`config.mk`:
```
export PLATFORM = sky130hd
export DESIGN_NAME = load_store_unit_flat
export DESIGN_NICKNAME = d
export VERILOG_FILES = /design/src/rtl/load_store_unit_if.sv /design/src/rtl/load_store_unit.sv /design/src/flat_wrapper.sv
export SDC_FILE = /design/constraint.sdc
export NUM_CORES = 1
export LEC_CHECK = 0
export ABC_AREA = 1
export BUFFER_PORTS_ARGS = -buffer_cell sky130_fd_sc_hd__buf_4
export CORE_UTILIZATION = 30
export CTS_CLUSTER_SIZE = 16
export DETAILED_ROUTE_END_ITERATION = 10
export GPL_TIMING_DRIVEN = 0
export PLACE_DENSITY_LB_ADDON = 0.15
export SYNTH_ARGS = -nofsm -noshare
export SYNTH_HDL_FRONTEND = slang
export SYNTH_SLANG_ARGS = --single-unit
```
`constraint.sdc`:
```
create_clock -name clk -period 3.4 [get_ports clk]
set_input_delay 0.34 -clock clk [delete_from_list [all_inputs] [get_ports clk]]
set_output_delay 0.34 -clock clk [all_outputs]
set_load 0.005 [all_outputs]
```
`src/rtl/load_store_unit_if.sv`:
```
// load_store_unit_if
// Bundles the request/response handshake and the byte-masked data memory
// port of the load/store unit.
//   req_*  : core -> unit request (req_ready driven by the unit)
//   rsp_*  : unit -> core response (rsp_ready driven by the core)
//   mem_*  : unit -> data memory (mem_rd driven by the memory, combinational)
// Handshake semantics: a request transfers on a rising clk edge where
// req_valid && req_ready; a response transfers on a rising edge where
// rsp_valid && rsp_ready. The producer holds rsp_valid/rsp_rdata/rsp_fault
// stable until the transfer. Request fields need only be valid at the
// accepting edge.
// Modports:
//   master : the environment side (core plus data memory)
//   slave  : the load/store unit
interface load_store_unit_if;
  logic        req_valid;
  logic        req_ready;
  logic        req_we;
  logic [2:0]  req_funct3;
  logic [31:0] req_addr;
  logic [31:0] req_wdata;
  logic        rsp_valid;
  logic        rsp_ready;
  logic [31:0] rsp_rdata;
  logic        rsp_fault;
  logic [31:0] mem_a;
  logic [31:0] mem_wd;
  logic        mem_we;
  logic [3:0]  mem_wm;
  logic [31:0] mem_rd;

  modport master (
    output req_valid, req_we, req_funct3, req_addr, req_wdata, rsp_ready, mem_rd,
    input  req_ready, rsp_valid, rsp_rdata, rsp_fault, mem_a, mem_wd, mem_we, mem_wm
  );

  modport slave (
    input  req_valid, req_we, req_funct3, req_addr, req_wdata, rsp_ready, mem_rd,
    output req_ready, rsp_valid, rsp_rdata, rsp_fault, mem_a, mem_wd, mem_we, mem_wm
  );
endinterface

```
`src/rtl/load_store_unit.sv`:
```
// load_store_unit
// RV32I load/store unit between the memory stage and a byte-masked data
// memory. One request is handled at a time through IDLE -> ACCESS -> RESP.
// Stores drive a byte write mask and lane-replicated data for exactly one
// cycle; loads extract and sign/zero-extend the addressed byte/half/word.
// Misaligned accesses and illegal funct3 values are reported as faults and
// never touch memory.
// Ports:
//   clk       : clock, rising edge
//   reset     : asynchronous, active-high
//   bus       : load_store_unit_if.slave (request, response, memory port)
//   dbg_state : current FSM state (IDLE=00, ACCESS=01, RESP=10)
module load_store_unit (
  input  logic                     clk,
  input  logic                     reset,
  load_store_unit_if.slave         bus,
  output logic [1:0]               dbg_state
);

  localparam logic [1:0] ST_IDLE   = 2'b00;
  localparam logic [1:0] ST_ACCESS = 2'b01;
  localparam logic [1:0] ST_RESP   = 2'b10;

  logic [1:0]  state;
  logic        lat_we;
  logic [2:0]  lat_f3;
  logic [31:0] lat_addr;
  logic [31:0] lat_wdata;
  logic [31:0] rsp_rdata_q;
  logic        rsp_fault_q;

  logic        fault;
  logic [1:0]  off;
  logic [3:0]  st_mask;
  logic [31:0] st_data;
  logic [7:0]  ld_byte;
  logic [15:0] ld_half;
  logic [31:0] ld_data;

  assign off = lat_addr[1:0];

  // Fault decode on the latched request.
  always_comb begin
    fault = 1'b0;
    case (lat_f3)
      3'b000, 3'b100: fault = 1'b0;
      3'b001, 3'b101: fault = lat_addr[0];
      3'b010:         fault = |lat_addr[1:0];
      default:        fault = 1'b1;
    endcase
    // Unsigned variants only exist for loads.
    if (lat_we && lat_f3[2]) fault = 1'b1;
  end

  // Store lane mask and replicated write data. The memory picks the
  // correct lanes through the mask, so replication avoids a shifter.
  always_comb begin
    st_mask = 4'b1111;
    st_data = lat_wdata;
    case (lat_f3[1:0])
      2'b00: begin
        st_mask = 4'b0001 << off;
        st_data = {4{lat_wdata[7:0]}};
      end
      2'b01: begin
        st_mask = off[1] ? 4'b1100 : 4'b0011;
        st_data = {2{lat_wdata[15:0]}};
      end
      default: begin
        st_mask = 4'b1111;
        st_data = lat_wdata;
      end
    endcase
  end

  // Load lane extraction and extension.
  always_comb begin
    case (off)
      2'b00:   ld_byte = bus.mem_rd[7:0];
      2'b01:   ld_byte = bus.mem_rd[15:8];
      2'b10:   ld_byte = bus.mem_rd[23:16];
      default: ld_byte = bus.mem_rd[31:24];
    endcase
    ld_half = off[1] ? bus.mem_rd[31:16] : bus.mem_rd[15:0];
    case (lat_f3)
      3'b000:  ld_data = {{24{ld_byte[7]}}, ld_byte};
      3'b100:  ld_data = {24'h0, ld_byte};
      3'b001:  ld_data = {{16{ld_half[15]}}, ld_half};
      3'b101:  ld_data = {16'h0, ld_half};
      default: ld_data = bus.mem_rd;
    endcase
  end

  always_ff @(posedge clk or posedge reset) begin
    if (reset) begin
      state       <= ST_IDLE;
      lat_we      <= 1'b0;
      lat_f3      <= 3'b000;
      lat_addr    <= 32'h0;
      lat_wdata   <= 32'h0;
      rsp_rdata_q <= 32'h0;
      rsp_fault_q <= 1'b0;
    end else begin
      case (state)
        ST_IDLE: begin
          if (bus.req_valid) begin
            lat_we    <= bus.req_we;
            lat_f3    <= bus.req_funct3;
            lat_addr  <= bus.req_addr;
            lat_wdata <= bus.req_wdata;
            state     <= ST_ACCESS;
          end
        end
        ST_ACCESS: begin
          if (fault) begin
            rsp_rdata_q <= 32'h0;
            rsp_fault_q <= 1'b1;
          end else begin
            rsp_rdata_q <= lat_we ? 32'h0 : ld_data;
            rsp_fault_q <= 1'b0;
          end
          state <= ST_RESP;
        end
        ST_RESP: begin
          if (bus.rsp_ready) state <= ST_IDLE;
        end
        default: state <= ST_IDLE;
      endcase
    end
  end

  // req_ready is gated by reset so the core never sees a ready unit while
  // reset is still asserted.
  assign bus.req_ready = (state == ST_IDLE) && !reset;
  assign bus.rsp_valid = (state == ST_RESP);
  assign bus.rsp_rdata = rsp_rdata_q;
  assign bus.rsp_fault = rsp_fault_q;
  assign bus.mem_a     = lat_addr;
  assign bus.mem_wd    = st_data;
  assign bus.mem_we    = (state == ST_ACCESS) && lat_we && !fault;
  assign bus.mem_wm    = bus.mem_we ? st_mask : 4'b0000;
  assign dbg_state     = state;

endmodule

```
`src/flat_wrapper.sv`:
```
// flat-port wrapper written by rule: the top's interface ports become plain ports
module load_store_unit_flat 
  (clk, reset, dbg_state, bus_req_valid, bus_req_we, bus_req_funct3, bus_req_addr, bus_req_wdata, bus_rsp_ready, bus_mem_rd, bus_req_ready, bus_rsp_valid, bus_rsp_rdata, bus_rsp_fault, bus_mem_a, bus_mem_wd, bus_mem_we, bus_mem_wm);
  load_store_unit_if bus_i ();
  input  logic clk;
  input  logic reset;
  output logic [1:0] dbg_state;
  input wire logic [$bits(bus_i.req_valid)-1:0] bus_req_valid;
  input wire logic [$bits(bus_i.req_we)-1:0] bus_req_we;
  input wire logic [$bits(bus_i.req_funct3)-1:0] bus_req_funct3;
  input wire logic [$bits(bus_i.req_addr)-1:0] bus_req_addr;
  input wire logic [$bits(bus_i.req_wdata)-1:0] bus_req_wdata;
  input wire logic [$bits(bus_i.rsp_ready)-1:0] bus_rsp_ready;
  input wire logic [$bits(bus_i.mem_rd)-1:0] bus_mem_rd;
  output wire logic [$bits(bus_i.req_ready)-1:0] bus_req_ready;
  output wire logic [$bits(bus_i.rsp_valid)-1:0] bus_rsp_valid;
  output wire logic [$bits(bus_i.rsp_rdata)-1:0] bus_rsp_rdata;
  output wire logic [$bits(bus_i.rsp_fault)-1:0] bus_rsp_fault;
  output wire logic [$bits(bus_i.mem_a)-1:0] bus_mem_a;
  output wire logic [$bits(bus_i.mem_wd)-1:0] bus_mem_wd;
  output wire logic [$bits(bus_i.mem_we)-1:0] bus_mem_we;
  output wire logic [$bits(bus_i.mem_wm)-1:0] bus_mem_wm;
  assign bus_i.req_valid = bus_req_valid;
  assign bus_i.req_we = bus_req_we;
  assign bus_i.req_funct3 = bus_req_funct3;
  assign bus_i.req_addr = bus_req_addr;
  assign bus_i.req_wdata = bus_req_wdata;
  assign bus_i.rsp_ready = bus_rsp_ready;
  assign bus_i.mem_rd = bus_mem_rd;
  assign bus_req_ready = bus_i.req_ready;
  assign bus_rsp_valid = bus_i.rsp_valid;
  assign bus_rsp_rdata = bus_i.rsp_rdata;
  assign bus_rsp_fault = bus_i.rsp_fault;
  assign bus_mem_a = bus_i.mem_a;
  assign bus_mem_wd = bus_i.mem_wd;
  assign bus_mem_we = bus_i.mem_we;
  assign bus_mem_wm = bus_i.mem_wm;
  load_store_unit u_core (.clk(clk), .reset(reset), .bus(bus_i), .dbg_state(dbg_state));
endmodule
```
==> metrics.yaml, run 1 <==
final_layout:
  n_antenna_cell: 0
  final_core_util: 0.447
  layout-drive-gt1-share: 0.298
  nets: 994
  area_growth_syn_to_layout_pct: 43.5
  stdcell_area_um2: 7200
logic_synthesis:
  synth_area_um2: 5020
  syn_avg_cell_area_um2: 7.50
  synth-seq-cells: 103
  synth_nets: 773
  yosys.area_share.adder: 0
  yosysUniqueCellTypes: 24
  synth-compound-area-share: 0.0688
  syn_inst: 669
  synth_mux_area_frac: 0
  yosysTopAreaCellShare: 0.514
  ys_top_cells_by_area: "dfrtp_1 51%, nand2_1 25%, o21ai_0 5.1%"
  synth_largest_area_cell: "dfrtp_1"
  synthSimpleGateAreaFrac: 0.341
  ys_warn_count: 0
  ys_seq_area_frac: 0.514
  synth_top_family_by_area: "simple AND/OR/NAND/NOR gates"
  yosys.area_share.xor_xnor: 0
clock_tree:
  cts_sinks: 103
  clockBufferDepth: 2
  htree_levels: 3
  numCtsBuffers: 9
  cts_tree: "built"
  root_buffer: "clkbuf_16"
  insertion_delay_ns: 0.36
  path_clk_slew_ns: 0.07
  cts_resized: 0
  cts_setup_buffers: 0
  cts_hold_buf: 0
power:
  internal-power_mw: 3.81
  ir_drop_mv: 0.341
  power_switching_share: 0.409
  combPwrFrac: 0.505
  seq_power_share: 0.323
  leakage_nw: 4.00
  powerDensity_nw_per_um2: 894
  power_switching_mw: 2.63
  clkPwrFrac: 0.172
floorplanning:
  die_w_um: 131
  coreArea_um2: 16100
  dieArea_um2: 17300
  num_rows: 46
  die_h_um: 131
  io_pins: 210
  initial_core_util: 0.311
sta:
  tightest_slew_ns: 0.613
  timing_hold_violations_final: 0
  min_period_ns: 2.54
  hold_ws_ns: 0.0601
  clock-skew-final_ns: 0.00565
  slew_violations: 0
  setup_viol: 0
  rsz0062_at_grt: "no"
  setup_tns_ns: 0
  fmax_mhz: 394
  finalCritPeriodShare: 0.746
  maxSlewHeadroom: 0.591
global_route:
  overflow: 0
  grt_use_total: 0.199
  grt_pass1_vias: 4898
  antenna_found_initial: 0
  grt_start_max_net_pins: 60
  grt_pass1_wl_um: 26600
placement:
  port_buffers: 209
  dpl_cell_area_um2: 6890
  place_hpwl_um: 12300
  gp_congestion: 0.834
hold_path:
  min_path_type: "input port to async pin"
routing:
  via_per_inst: 4.41
  ant_nets: 0
  wire_per_inst_um: 14.8
  vias: 4894
  drt_iter0_markers: 219
  drc: 0
  first_pass_iters: 4
  finalWirelength_um: 16400
run_status:
  outcome: "finished clean"
critical_path:
  crit_arrival_ns: 2.20
  cp-start-kind: "flip-flop"
  cp-end-kind: "output pin"
  cp.required_ns: 3.06
  path_max_fanout: 5
  path_class: "flip-flop to output pin"
run:
  cap_violations: 0
-- logic make-up after synthesis --
group | count (synthesis)
AO/OA/AOI/OAI | 65
buffers and inverters | 78
flip-flops | 103
AND/OR/NAND/NOR | 423
-- synth_stat cells, drive strengths merged --
master	number
nand3	12
buf	23
nand3b	1
and2	1
inv	37
nor2	71
or2	1
nand2	331
o21ai	57
nor3	4
o211ai	8
nand4	2
clkbuf	18
dfrtp	103
-- final cells by class --
class	instances	area, um2
fill	1736	8910
sequential	103	2580
multi-input combinational	488	2050
timing repair buffer	210	1600
tap	216	270
buffer	41	245
clock buffer	9	225
inverter	37	144
clock inverter	7	88.8
-- sequential cells by signal (all words and copies together), names as in the netlist --
| name | cells |
|---|---|
| u_core.lat_we | 1 |
| u_core.lat_wdata | 32 |
| u_core.bus.mem_a | 32 |
| u_core.lat_f3 | 3 |
| u_core.bus.rsp_rdata | 32 |
| u_core.dbg_state | 2 |
| u_core.bus.rsp_fault | 1 |
-- power groups by stage --
stage,Clock (mW),Combinational (mW),Sequential (mW)
4_1_cts,1.14,3.32,2.08
3_5_place_dp,0,3.31,2.08
6_report,1.11,3.26,2.08
3_3_place_gp,0,3.29,2.09
5_1_grt,1.19,3.66,2.15
2_1_floorplan,0,1.73,2.05
-- layer usage --
metal	routed length, um	global-route usage	up-vias
met4	199	0.0523	0
met2	7440	0.307	157
li1	-	-	2487
met3	1170	0.0610	15
met5	0	0	-
met1	7590	0.269	2235
-- final timing paths --
check	slack [ns]	from	cells after the start	endpoint
hold reg to reg	0.48	u_core.bus.rsp_rdata[10]$_DFFE_PP0N_	2	u_core.bus.rsp_rdata[10]$_DFFE_PP0N_
min in group clk	0.16	bus_rsp_ready	2	u_core.dbg_state[1]$_DFFE_PP0P_
hold / removal	0.06	reset	2	u_core.bus.mem_a[20]$_DFFE_PP0P_
max in group asynchronous	2.63	reset	3	u_core.lat_wdata[10]$_DFFE_PP0P_
setup reg to reg	1.73	u_core.dbg_state[0]$_DFFE_PP0P_	9	u_core.bus.rsp_rdata[12]$_DFFE_PP0N_
setup / recovery	0.86	u_core.dbg_state[0]$_DFFE_PP0P_	9	bus_mem_wm[1]
-- layout by cell type, fill, tap and decap left out, types with 2 or more instances in the layout --
cell         n
nand2_4      2
clkbuf_16    9
nand3_1     10
nand3_4      2
o21ai_0     51
inv_4        2
o211ai_1     8
buf_2        4
nand4_1      2
clkbuf_1    18
inv_6        4
buf_4      218
nor2_4       4
inv_1       28
nor2_2       2
inv_2        7
buf_6        7
buf_1        3
nand2_1    329
nor3_1       4
dfrtp_1    103
nor2_1      65
o21ai_1      6
-- per-stage QoR --
step | setup WS (ns) | cells | total power, mW
after floorplan | 0.356 | 669 | 3.78
after global placement | -1.18 | 1094 | 5.38
after detailed placement | 1.25 | 1095 | 5.39
after CTS | 0.835 | 1111 | 6.54
after global routing | 0.706 | 1111 | 7.00
final | 0.865 | 1111 | 6.44
-- critical path: stages (launching register included) --
cell and delay [ns]:
dfrtp_1 0.47, inv_1 0.08, nor2_1 0.25, nand2_1 0.14, nor2_4 0.13, nand2_1 0.06, inv_1 0.07, nand2_1 0.15
nor3_1 0.31, buf_4 0.18
Note: power is estimated with default switching activity, not from simulation.
==> run 2, diff against run 1 <==
- clock period: 3.4 -> 2.1 ns (I/O delays scaled with it)
==> metrics.yaml, run 2 (synthesis results as in run 1) <==
final_layout:
  final_cell_mix: "327 x nand2_1, 221 x buf_4, 103 x dfrtp_1, 64 x nor2_1, 51 x o21ai_0"
  multi_input_area_um2: 2100  # +2.2%
  nets: 999  # +0.50%
  area_growth_syn_to_layout_pct: 44.8
  n_antenna_cell: 0  # unchanged
  mostFrequentLayoutCell: "nand2_1"
  final_core_util: 0.451  # +0.00404
  layout-drive-gt1-share: 0.307  # +0.00903
  fillCellCount: 1727  # -0.52%
  regArea_um2: 2580  # unchanged
global_route:
  antenna_found_initial: 0  # unchanged
  use_met2: 0.301  # -0.00680
  grtUsageMet1: 0.268  # -0.00119
  grt_start_max_net_pins: 34  # -43%
  grt_pass1_wl_um: 26200  # -1.6%
  use_met3: 0.0637  # +0.00270
  busiest_layer: "met2"
  grt_use_total: 0.196  # -0.00280
  overflow: 0  # unchanged
  grt_pass1_vias: 4769  # -2.6%
power:
  ir_drop_mv: 0.656  # +92%
  internal-power_mw: 6.09  # +60%
  power_switching_share: 0.409  # +0.000592
  leakage_nw: 4.03  # +0.57%
  seq_power_share: 0.328  # +0.005
  power_switching_mw: 4.22  # +60%
  clkPwrFrac: 0.152  # -0.020
  combPwrFrac: 0.520  # +0.015
  powerDensity_nw_per_um2: 1420  # +59%
routing:
  drt_iter0_markers: 309  # +41%
  drc: 0  # unchanged
  via_per_inst: 4.41  # about the same
  finalWirelength_um: 16400  # about the same
  first_pass_iters: 5  # +1
  vias: 4911  # +0.35%
  ant_nets: 0  # unchanged
  wire_per_inst_um: 14.7  # -0.28%
sta:
  hold_ws_ns: 0.0402  # -0.0198 ns
  setup_tns_ns: 0  # unchanged
  finalCritPeriodShare: 0.958
  slew_violations: 0  # unchanged
  setup_viol: 0  # unchanged
  maxSlewHeadroom: 0.510  # -0.0814
  timing_hold_violations_final: 0  # unchanged
  tightest_slew_ns: 0.734  # +0.121 ns
  min_period_ns: 2.01
  clock-skew-final_ns: 0.00603  # +0.000382 ns
  rsz0062_at_grt: "no"
  fmax_mhz: 497
critical_path:
  path_class: "flip-flop to output pin"
  cp.required_ns: 1.89  # -1.17 ns
  cp-end-kind: "output pin"
  cp-start-kind: "flip-flop"
  crit_arrival_ns: 1.80  # -0.40 ns
  path_max_fanout: 10  # +5
clock_tree:
  cts_sinks: 103  # unchanged
  htree_levels: 3  # unchanged
  clockBufferDepth: 2  # unchanged
  cts_tree: "built"
  root_buffer: "clkbuf_16"
  numCtsBuffers: 9  # unchanged
  path_clk_slew_ns: 0.07  # about the same
  insertion_delay_ns: 0.35  # about the same
run:
  cap_violations: 0  # unchanged
floorplanning:
  dieArea_um2: 17300  # unchanged
  initial_core_util: 0.311  # unchanged
  coreArea_um2: 16100  # unchanged
  io_pins: 210  # unchanged
  die_w_um: 131  # unchanged
  num_rows: 46  # unchanged
  die_h_um: 131  # unchanged
hold_path:
  min_path_type: "input port to flip-flop"
run_status:
  outcome: "finished clean"
placement:
  gp_congestion: 0.811  # -2.8%
  place_hpwl_um: 12600  # +2.1%
  port_buffers: 209  # unchanged
==> run 2: worst paths after layout <==
path	depth (start not counted)	slack [ns]	to	from
worst max-delay path	5	0.09	bus_mem_wm[3]	u_core.lat_f3[1]$_DFFE_PP0P_
worst min-delay path	2	0.04	u_core.dbg_state[1]$_DFFE_PP0P_	bus_rsp_ready
worst max register to register	7	0.47	u_core.lat_wdata[3]$_DFFE_PP0P_	u_core.dbg_state[0]$_DFFE_PP0P_
worst min register to register	2	0.48	u_core.bus.rsp_rdata[3]$_DFFE_PP0N_	u_core.bus.rsp_rdata[3]$_DFFE_PP0N_
max in group asynchronous	5	0.76	u_core.lat_wdata[5]$_DFFE_PP0P_	reset
min in group asynchronous	3	0.54	u_core.bus.mem_a[19]$_DFFE_PP0P_	reset
==> run 2: final cells by class <==
| class | count | share of cell area |
|---|---|---|
| Sequential cell | 103 | 0.355 |
| Multi-Input combinational cell | 488 | 0.289 |
| Timing Repair Buffer | 216 | 0.230 |
| Tap cell | 216 | 0.0372 |
| Clock buffer | 11 | 0.0334 |
| Buffer | 40 | 0.0332 |
| Inverter | 37 | 0.0200 |
| Clock inverter | 3 | 0.00293 |
==> run 2: layer usage <==
metal  vias to the layer above  wire, um
li1                       2498         -
met1                      2241      7720
met2                       165      7420
met3                         7      1130
met4                         0       133
met5                         -         0
==> run 2: critical path: stages (launching register included) <==
cell and delay, ns:
dfrtp_1 0.34, buf_6 0.15, buf_1 0.39, nor2_1 0.19, nor3_4 0.24, buf_4 0.14
==> run 2: timing repair <==
item | 4_1_cts | 5_1_grt
pin swaps | 1 | 2
hold buffers | 1 | 0
setup endpoints to repair | 14 | 3
resized for setup | 8 | 4
buffers inserted | 1 | 2
endpoints found under the hold margin | 10 | 0
==> run 2: per-stage QoR <==
stage,power [mW],area [um2],setup slack [ns],instances
2_1_floorplan,6.12,5020,0.658,669
3_3_place_gp,8.70,6860,-0.182,1094
3_5_place_dp,8.73,6930,0.169,1097
4_1_cts,10.4,7240,0.0163,1112
5_1_grt,11.2,7270,0.00103,1114
6_report,10.3,7270,0.0873,1114
==> run 2: power groups by stage <==
stage                     logic, mW  clock network (mW)  registers [mW]
after floorplan                2.81                   0            3.31
after global placement         5.30                   0            3.39
after detailed placement       5.35                   0            3.38
after CTS                      5.38                1.62            3.38
after global routing           6.01                1.69            3.49
final                          5.36                1.57            3.38
